File: src/rtl/program_loader_pkg.sv
// ============================================================================
// Module      : program_loader_pkg
// Description : Shared widths and FSM state encoding for the program loader.
// Revision    : 1.0 - initial release
// ============================================================================
`default_nettype none

package program_loader_pkg;

  localparam int WORD        = 32;
  localparam int HALF_WORD   = 16;
  localparam int LOADER_BYTE = 8;

  typedef enum logic [3:0] {
    S_IDLE    = 4'd0,
    S_LEN_LO  = 4'd1,
    S_LEN_HI  = 4'd2,
    S_DATA_LO = 4'd3,
    S_DATA_HI = 4'd4,
    S_WRITE   = 4'd5,
    S_CSUM    = 4'd6,
    S_RUN     = 4'd7,
    S_ERROR   = 4'd8
  } loader_state_e;

endpackage

`default_nettype wire

File: src/rtl/loader_xor_acc.sv
// ============================================================================
// Module      : loader_xor_acc
// Description : 8-bit running XOR accumulator with synchronous clear and enable.
// Revision    : 1.0 - initial release
// ============================================================================
`default_nettype none

module loader_xor_acc
  import program_loader_pkg::*;
(
  input  logic                   clk_i,
  input  logic                   reset_n_i,
  input  logic                   clr_i,
  input  logic                   en_i,
  input  logic [LOADER_BYTE-1:0] data_i,
  output logic [LOADER_BYTE-1:0] acc_o
);

  logic [LOADER_BYTE-1:0] r_acc;

  always_ff @(posedge clk_i or negedge reset_n_i) begin
    if (!reset_n_i) begin
      r_acc <= '0;
    end else if (clr_i) begin
      r_acc <= '0;
    end else if (en_i) begin
      r_acc <= r_acc ^ data_i;
    end
  end

  assign acc_o = r_acc;

endmodule

`default_nettype wire

File: src/rtl/program_loader.sv
// ============================================================================
// Module      : program_loader
// Description : Boot-time byte-stream loader for the instruction RAM; holds the
//               core in reset until the program is written. Optional trailing
//               XOR checksum enabled by macro LOADER_CHECKSUM_EN.
// Revision    : 1.0 - initial release
// ============================================================================
`default_nettype none

module program_loader
  import program_loader_pkg::*;
#(
  parameter int MAX_HALFWORDS = 512
) (
  input  logic                   clk_i,
  input  logic                   reset_n_i,
  input  logic                   start_i,
  input  logic                   byte_valid_i,
  input  logic [LOADER_BYTE-1:0] byte_i,
  output logic                   byte_ready_o,
  input  logic [WORD-1:0]        fetch_addr_i,
  output logic                   program_mem_write_en_o,
  output logic [HALF_WORD-1:0]   instruction_o,
  output logic [WORD-1:0]        instruction_addr_o,
  output logic                   cpu_reset_o,
  output logic                   is_valid_o,
  output logic                   load_done_o,
  output logic                   load_error_o
);

  localparam logic [HALF_WORD-1:0] c_max_hw = HALF_WORD'(MAX_HALFWORDS);

  loader_state_e          r_state;
  loader_state_e          w_next;
  logic                   w_ready_next;
  logic                   r_byte_ready;
  logic                   r_is_valid;
  logic [LOADER_BYTE-1:0] r_lo;
  logic [HALF_WORD-1:0]   r_len;
  logic [HALF_WORD-1:0]   r_count;
  logic [HALF_WORD-1:0]   r_half;
  logic [WORD-1:0]        r_load_addr;
  logic                   w_accept;
  logic                   w_start;
  logic [HALF_WORD-1:0]   w_len;

  assign w_accept = byte_valid_i & r_byte_ready;
  assign w_start  = start_i & (r_state inside {S_IDLE, S_RUN, S_ERROR});
  assign w_len    = {byte_i, r_lo};

`ifdef LOADER_CHECKSUM_EN
  localparam loader_state_e c_after_data = S_CSUM;
  logic [LOADER_BYTE-1:0] w_xor;

  loader_xor_acc u_xor_acc (
    .clk_i     (clk_i),
    .reset_n_i (reset_n_i),
    .clr_i     (w_start),
    .en_i      (w_accept & (r_state inside {S_DATA_LO, S_DATA_HI})),
    .data_i    (byte_i),
    .acc_o     (w_xor)
  );
`else
  localparam loader_state_e c_after_data = S_RUN;
`endif

  always_ff @(posedge clk_i or negedge reset_n_i) begin
    if (!reset_n_i) begin
      r_state <= S_IDLE;
    end else begin
      r_state <= w_next;
    end
  end

  always_comb begin
    w_next       = r_state;
    w_ready_next = 1'b0;
    case (r_state)
      S_IDLE, S_RUN, S_ERROR: if (start_i) w_next = S_LEN_LO;
      S_LEN_LO:  if (w_accept) w_next = S_LEN_HI;
      S_LEN_HI: begin
        if (w_accept) begin
          if (w_len > c_max_hw)   w_next = S_ERROR;
          else if (w_len == '0)   w_next = c_after_data;
          else                    w_next = S_DATA_LO;
        end
      end
      S_DATA_LO: if (w_accept) w_next = S_DATA_HI;
      S_DATA_HI: if (w_accept) w_next = S_WRITE;
      // Count has not yet been bumped for this write, hence the +1.
      S_WRITE:   w_next = (r_count + 16'd1 < r_len) ? S_DATA_LO : c_after_data;
`ifdef LOADER_CHECKSUM_EN
      S_CSUM:    if (w_accept) w_next = (byte_i == w_xor) ? S_RUN : S_ERROR;
`endif
      default:   w_next = S_IDLE;
    endcase
    w_ready_next = w_next inside {S_LEN_LO, S_LEN_HI, S_DATA_LO, S_DATA_HI, S_CSUM};
  end

  always_ff @(posedge clk_i or negedge reset_n_i) begin
    if (!reset_n_i) begin
      r_byte_ready <= 1'b0;
      r_is_valid   <= 1'b0;
      r_lo         <= '0;
      r_len        <= '0;
      r_count      <= '0;
      r_half       <= '0;
      r_load_addr  <= '0;
    end else begin
      r_byte_ready <= w_ready_next;
      // Valid trails RUN entry by one cycle but drops with the exit edge.
      r_is_valid   <= (r_state == S_RUN) && (w_next == S_RUN);
      if (w_start) begin
        r_load_addr <= '0;
        r_count     <= '0;
      end else if (r_state == S_WRITE) begin
        r_load_addr <= r_load_addr + WORD'(2);
        r_count     <= r_count + 16'd1;
      end
      if (w_accept && (r_state inside {S_LEN_LO, S_DATA_LO})) r_lo <= byte_i;
      if (w_accept && (r_state == S_LEN_HI))  r_len  <= w_len;
      if (w_accept && (r_state == S_DATA_HI)) r_half <= {byte_i, r_lo};
    end
  end

  assign byte_ready_o           = r_byte_ready;
  assign program_mem_write_en_o = (r_state == S_WRITE);
  assign instruction_o          = r_half;
  assign instruction_addr_o     = (r_state == S_RUN) ? fetch_addr_i : r_load_addr;
  assign cpu_reset_o            = (r_state != S_RUN);
  assign is_valid_o             = r_is_valid;
  assign load_done_o            = (r_state == S_RUN);
  assign load_error_o           = (r_state == S_ERROR);

endmodule

`default_nettype wire

File: config.mk
export PLATFORM = sky130hd
export DESIGN_NAME = program_loader
export DESIGN_NICKNAME = d
export VERILOG_FILES = /design/src/rtl/program_loader_pkg.sv /design/src/rtl/loader_xor_acc.sv /design/src/rtl/program_loader.sv
export SDC_FILE = /design/constraint.sdc
export NUM_CORES = 1
export LEC_CHECK = 0
export CORE_MARGIN = 2
export CORE_UTILIZATION = 48
export DETAILED_ROUTE_END_ITERATION = 16
export PLACE_DENSITY = 0.77
export SYNTH_ARGS = -nofsm -noshare
export SYNTH_HDL_FRONTEND = slang
export SYNTH_SLANG_ARGS = --single-unit
File: constraint.sdc
create_clock -name clk_i -period 2.8 [get_ports clk_i]
set_clock_uncertainty 0.2 [all_clocks]
set_input_delay 0.7 -clock clk_i [delete_from_list [all_inputs] [get_ports clk_i]]
set_output_delay 0.7 -clock clk_i [all_outputs]
set_load 0.05 [all_outputs]
==> flow_metrics.env, run 1 <==
export IMPL_pwr_density_cell_nw_per_um2=632
export IMPL_max_slew_margin_rel_pct=61.7
export IMPL_r2r_end="r_state[2]"
export IMPL_cp_max_fo=4
export IMPL_pre_cts_slack_ns=-0.0629
export IMPL_ys_async_sr_fraction_pct=100
export IMPL_final_area_um2=7550
export IMPL_nets=785
export IMPL_drive_gt1_share_pct=26.7
export IMPL_wl_per_cell_um=16.9
export IMPL_seq_power_share_pct=39.0
export IMPL_cts_root_buf="clkbuf_8"
export IMPL_numCtsBuffers=9
export IMPL_dr_total_vias=4900
export IMPL_dr_pass1_iters=6
export IMPL_cp_end_kind="register"
export IMPL_p_int_w=0.00286
export IMPL_grt_max_degree=47
export IMPL_arrival_ns=3.09
export IMPL_p_switching_w=0.00191
export IMPL_endpoint="r_state[2]"
export IMPL_vdd_drop_max_mv=0.725
export IMPL_start_kind="register"
export IMPL_reg2reg_depth=10
export IMPL_pwr_share_comb_pct=42.3
export IMPL_grt_pass1_wl_mm=22.4
export IMPL_ys_ff_latch=93
export IMPL_drc=0
export IMPL_yosysSeqAreaShare_pct=45.0
export IMPL_crit_required_ns=2.85
export IMPL_cts_buffer_depth=2
export IMPL_final_cells=865
export IMPL_dp_cells=828
export IMPL_cp_startpoint="r_count[2]"
export IMPL_dieArea_um2=11600
export IMPL_cts_hold_buf=0
export IMPL_synth_main_ff_cell="dfrtp_1"
export IMPL_clock_sinks=93
export IMPL_final_util_pct=72.8
export IMPL_drt_iter0_drc=236
export IMPL_status="finished, violations left"
export IMPL_grt_overflow=0
export IMPL_tightest_slew_ns=0.575
export IMPL_slew_viol_final=0
export IMPL_synth_cells=580
export IMPL_core_area_um2=10400
export IMPL_area_delta_synth_final_pct=45.9
export IMPL_path_clk_slew_ns=0.10
export IMPL_syn_area_um2=5170
export IMPL_layout_common_cells="116 x nand2_1, 92 x dfrtp_1, 60 x clkdlybuf4s50_1"
export IMPL_insertion_delay_ns=0.37
export IMPL_p_leak_nw=3.45
export IMPL_synthDistinctLibCells=56
export IMPL_final_common_cell="nand2_1"
export IMPL_place_area_um2=6960
export IMPL_die_x_um=108
export IMPL_dp_hpwl_mm=9.92
export IMPL_gp_congestion=0.888
export IMPL_io_pins=98
export IMPL_violations="negative setup slack"
export IMPL_avgSynthCellArea_um2=8.92
export IMPL_htreeDepth=3
export IMPL_synth_nets=641
export IMPL_drt_total_wl_mm=14.6
export IMPL_antenna_found_initial=0
export IMPL_yosys_warnings=0
export IMPL_grt_pass1_vias=4692
export IMPL_postRouteAntennaNets=0
export IMPL_antenna_cells=0
export IMPL_regToRegSetupSlack_ns=-0.24
export IMPL_fin_crit_ns=3.04
export IMPL_hold_class="in2async"
export IMPL_path_class="reg2reg"
export IMPL_viasPerCell=5.66
export IMPL_setup_slack_ns=-0.238
export IMPL_max_freq_mhz=329
export IMPL_r2r_start="r_count[2]"
export IMPL_io_buffers=97
export IMPL_clockPowerShare_pct=18.7
export IMPL_grt_usage_pct=24.0
export IMPL_hold_violations=0
export IMPL_fin_crit_sh_pct=108
export IMPL_synth_edf_count=0
export IMPL_start_util_pct=49.9
export IMPL_cts_tree="built"
export IMPL_setup_viol=2
export IMPL_rsz0062_at_grt="yes"
export IMPL_rows=37
export IMPL_drv_cap=0
export IMPL_die_h_um=108
export IMPL_switching_share_pct=40.0
[per-layer routing]
metal | share of wire, % | up-vias | global-route usage, %
li1 | - | 2288 | -
met1 | 42 | 2405 | 31.8
met2 | 50 | 176 | 40.1
met3 | 5.5 | 31 | 4.84
met4 | 2.2 | 0 | 6.78
met5 | 0 | - | 0
[power by group through the flow]
stage	registers, W	clock network, W	logic [W]
2_1_floorplan	0.00217	0	0.000870
3_3_place_gp	0.00186	0	0.00182
3_5_place_dp	0.00189	0	0.00187
4_1_cts	0.00186	0.000889	0.00189
5_1_grt	0.00189	0.000952	0.00214
6_report	0.00186	0.000893	0.00202
[Yosys cell counts, types with 2 or more instances]
cell type	count	area (µm²)
or3_1	7	43.8
and2_1	2	12.5
and4_1	6	52.6
nor2_1	38	143
nand3_1	17	85.1
inv_1	29	109
nor4_1	9	56.3
clkbuf_8	2	27.5
nor4b_1	2	17.5
a31oi_1	4	25.0
xor2_1	17	149
a21oi_1	16	80.1
and3b_1	2	17.5
mux2_2	24	270
nand2b_1	2	12.5
buf_1	4	15.0
ha_1	17	213
a22o_1	3	26.3
and3_1	3	18.8
o31ai_1	7	52.6
or4_1	5	37.5
clkbuf_1	17	63.8
nor3_1	8	40.0
buf_2	2	10.0
o21ai_0	48	240
nand4_1	12	75.1
o21a_1	3	22.5
dfrtp_1	93	2330
nand2_1	136	510
xnor2_1	18	158
a211o_1	2	17.5
[per-stage QoR]
step	total power, W	setup TNS (ns)	hold slack (ns)
after floorplan	0.00304	-1.57	0.204
after global placement	0.00369	0	0.287
after detailed placement	0.00376	-0.114	0.290
after CTS	0.00464	-0.0550	0.141
after global routing	0.00499	-0.557	0.161
final	0.00477	-0.388	0.116
[how the worst min path moves through the flow]
stage / endpoint / slack [ns]
final: instruction_o[14] / 0.12
after global routing: r_lo[2] / 0.16
after CTS: instruction_o[2] / 0.14
after detailed placement: r_count[15] / 0.29
after global placement: instruction_o[15] / 0.29
after floorplan: byte_ready_o / 0.20
[worst max-delay path: stages, from the launching register on]
cell and delay, ns:
dfrtp_1 0.45, buf_4 0.15, nand4_1 0.18, or2_2 0.38
xnor2_2 0.15, ha_1 0.32, a41oi_1 0.25, o21ai_0 0.13
a21oi_1 0.22, a31oi_2 0.16, or3_1 0.32
[flip-flops by register name (all words and copies together), names as in the netlist]
| name | flops |
|---|---|
| r_load_addr | 31 |
| r_len | 16 |
| byte_ready_o | 1 |
| r_state | 4 |
| r_lo | 8 |
| is_valid_o | 1 |
| r_count | 16 |
| instruction_o | 16 |
[cells by family after synthesis]
group	Yosys count	synth area share, %
AOI/OAI and AO/OA	95	11.1
xor gates and xnor gates	35	5.93
adders and majority gates	17	4.11
buffers and inverters	54	4.36
DFF	93	45.0
muxes	24	5.23
and+or+nand+nor	262	24.3
[final cells by class]
class                   instances  area [µm²]
fillers                       714        2820
inverters                      29         114
well taps                     136         170
multi-input cells             433        2870
clock inverters                 6        55.1
clock buffers                  10         138
flip-flops and latches         93        2330
repair buffers                158        1870
[timing repair]
action | in CTS | in global routing
endpoints found under the hold margin | 0 | 0
pin swaps | 7 | 16
gates resized for setup | 6 | 33
gates cloned | 0 | 2
setup endpoints to repair | 17 | 34
buffers inserted | 3 | 16
Note: power is estimated with default switching activity, not from simulation.
==> inputs of run 2 (changes only) <==
- TNS_END_PERCENT: default -> 100
==> results of run 2 <==
Final layout, timing and power as in run 1 (identical DEF).
==> inputs of run 3 (changes only) <==
- ABC_CLOCK_PERIOD_IN_PS: default -> 2800
==> results of run 3 <==
Final layout, timing and power as in run 1 (identical DEF).
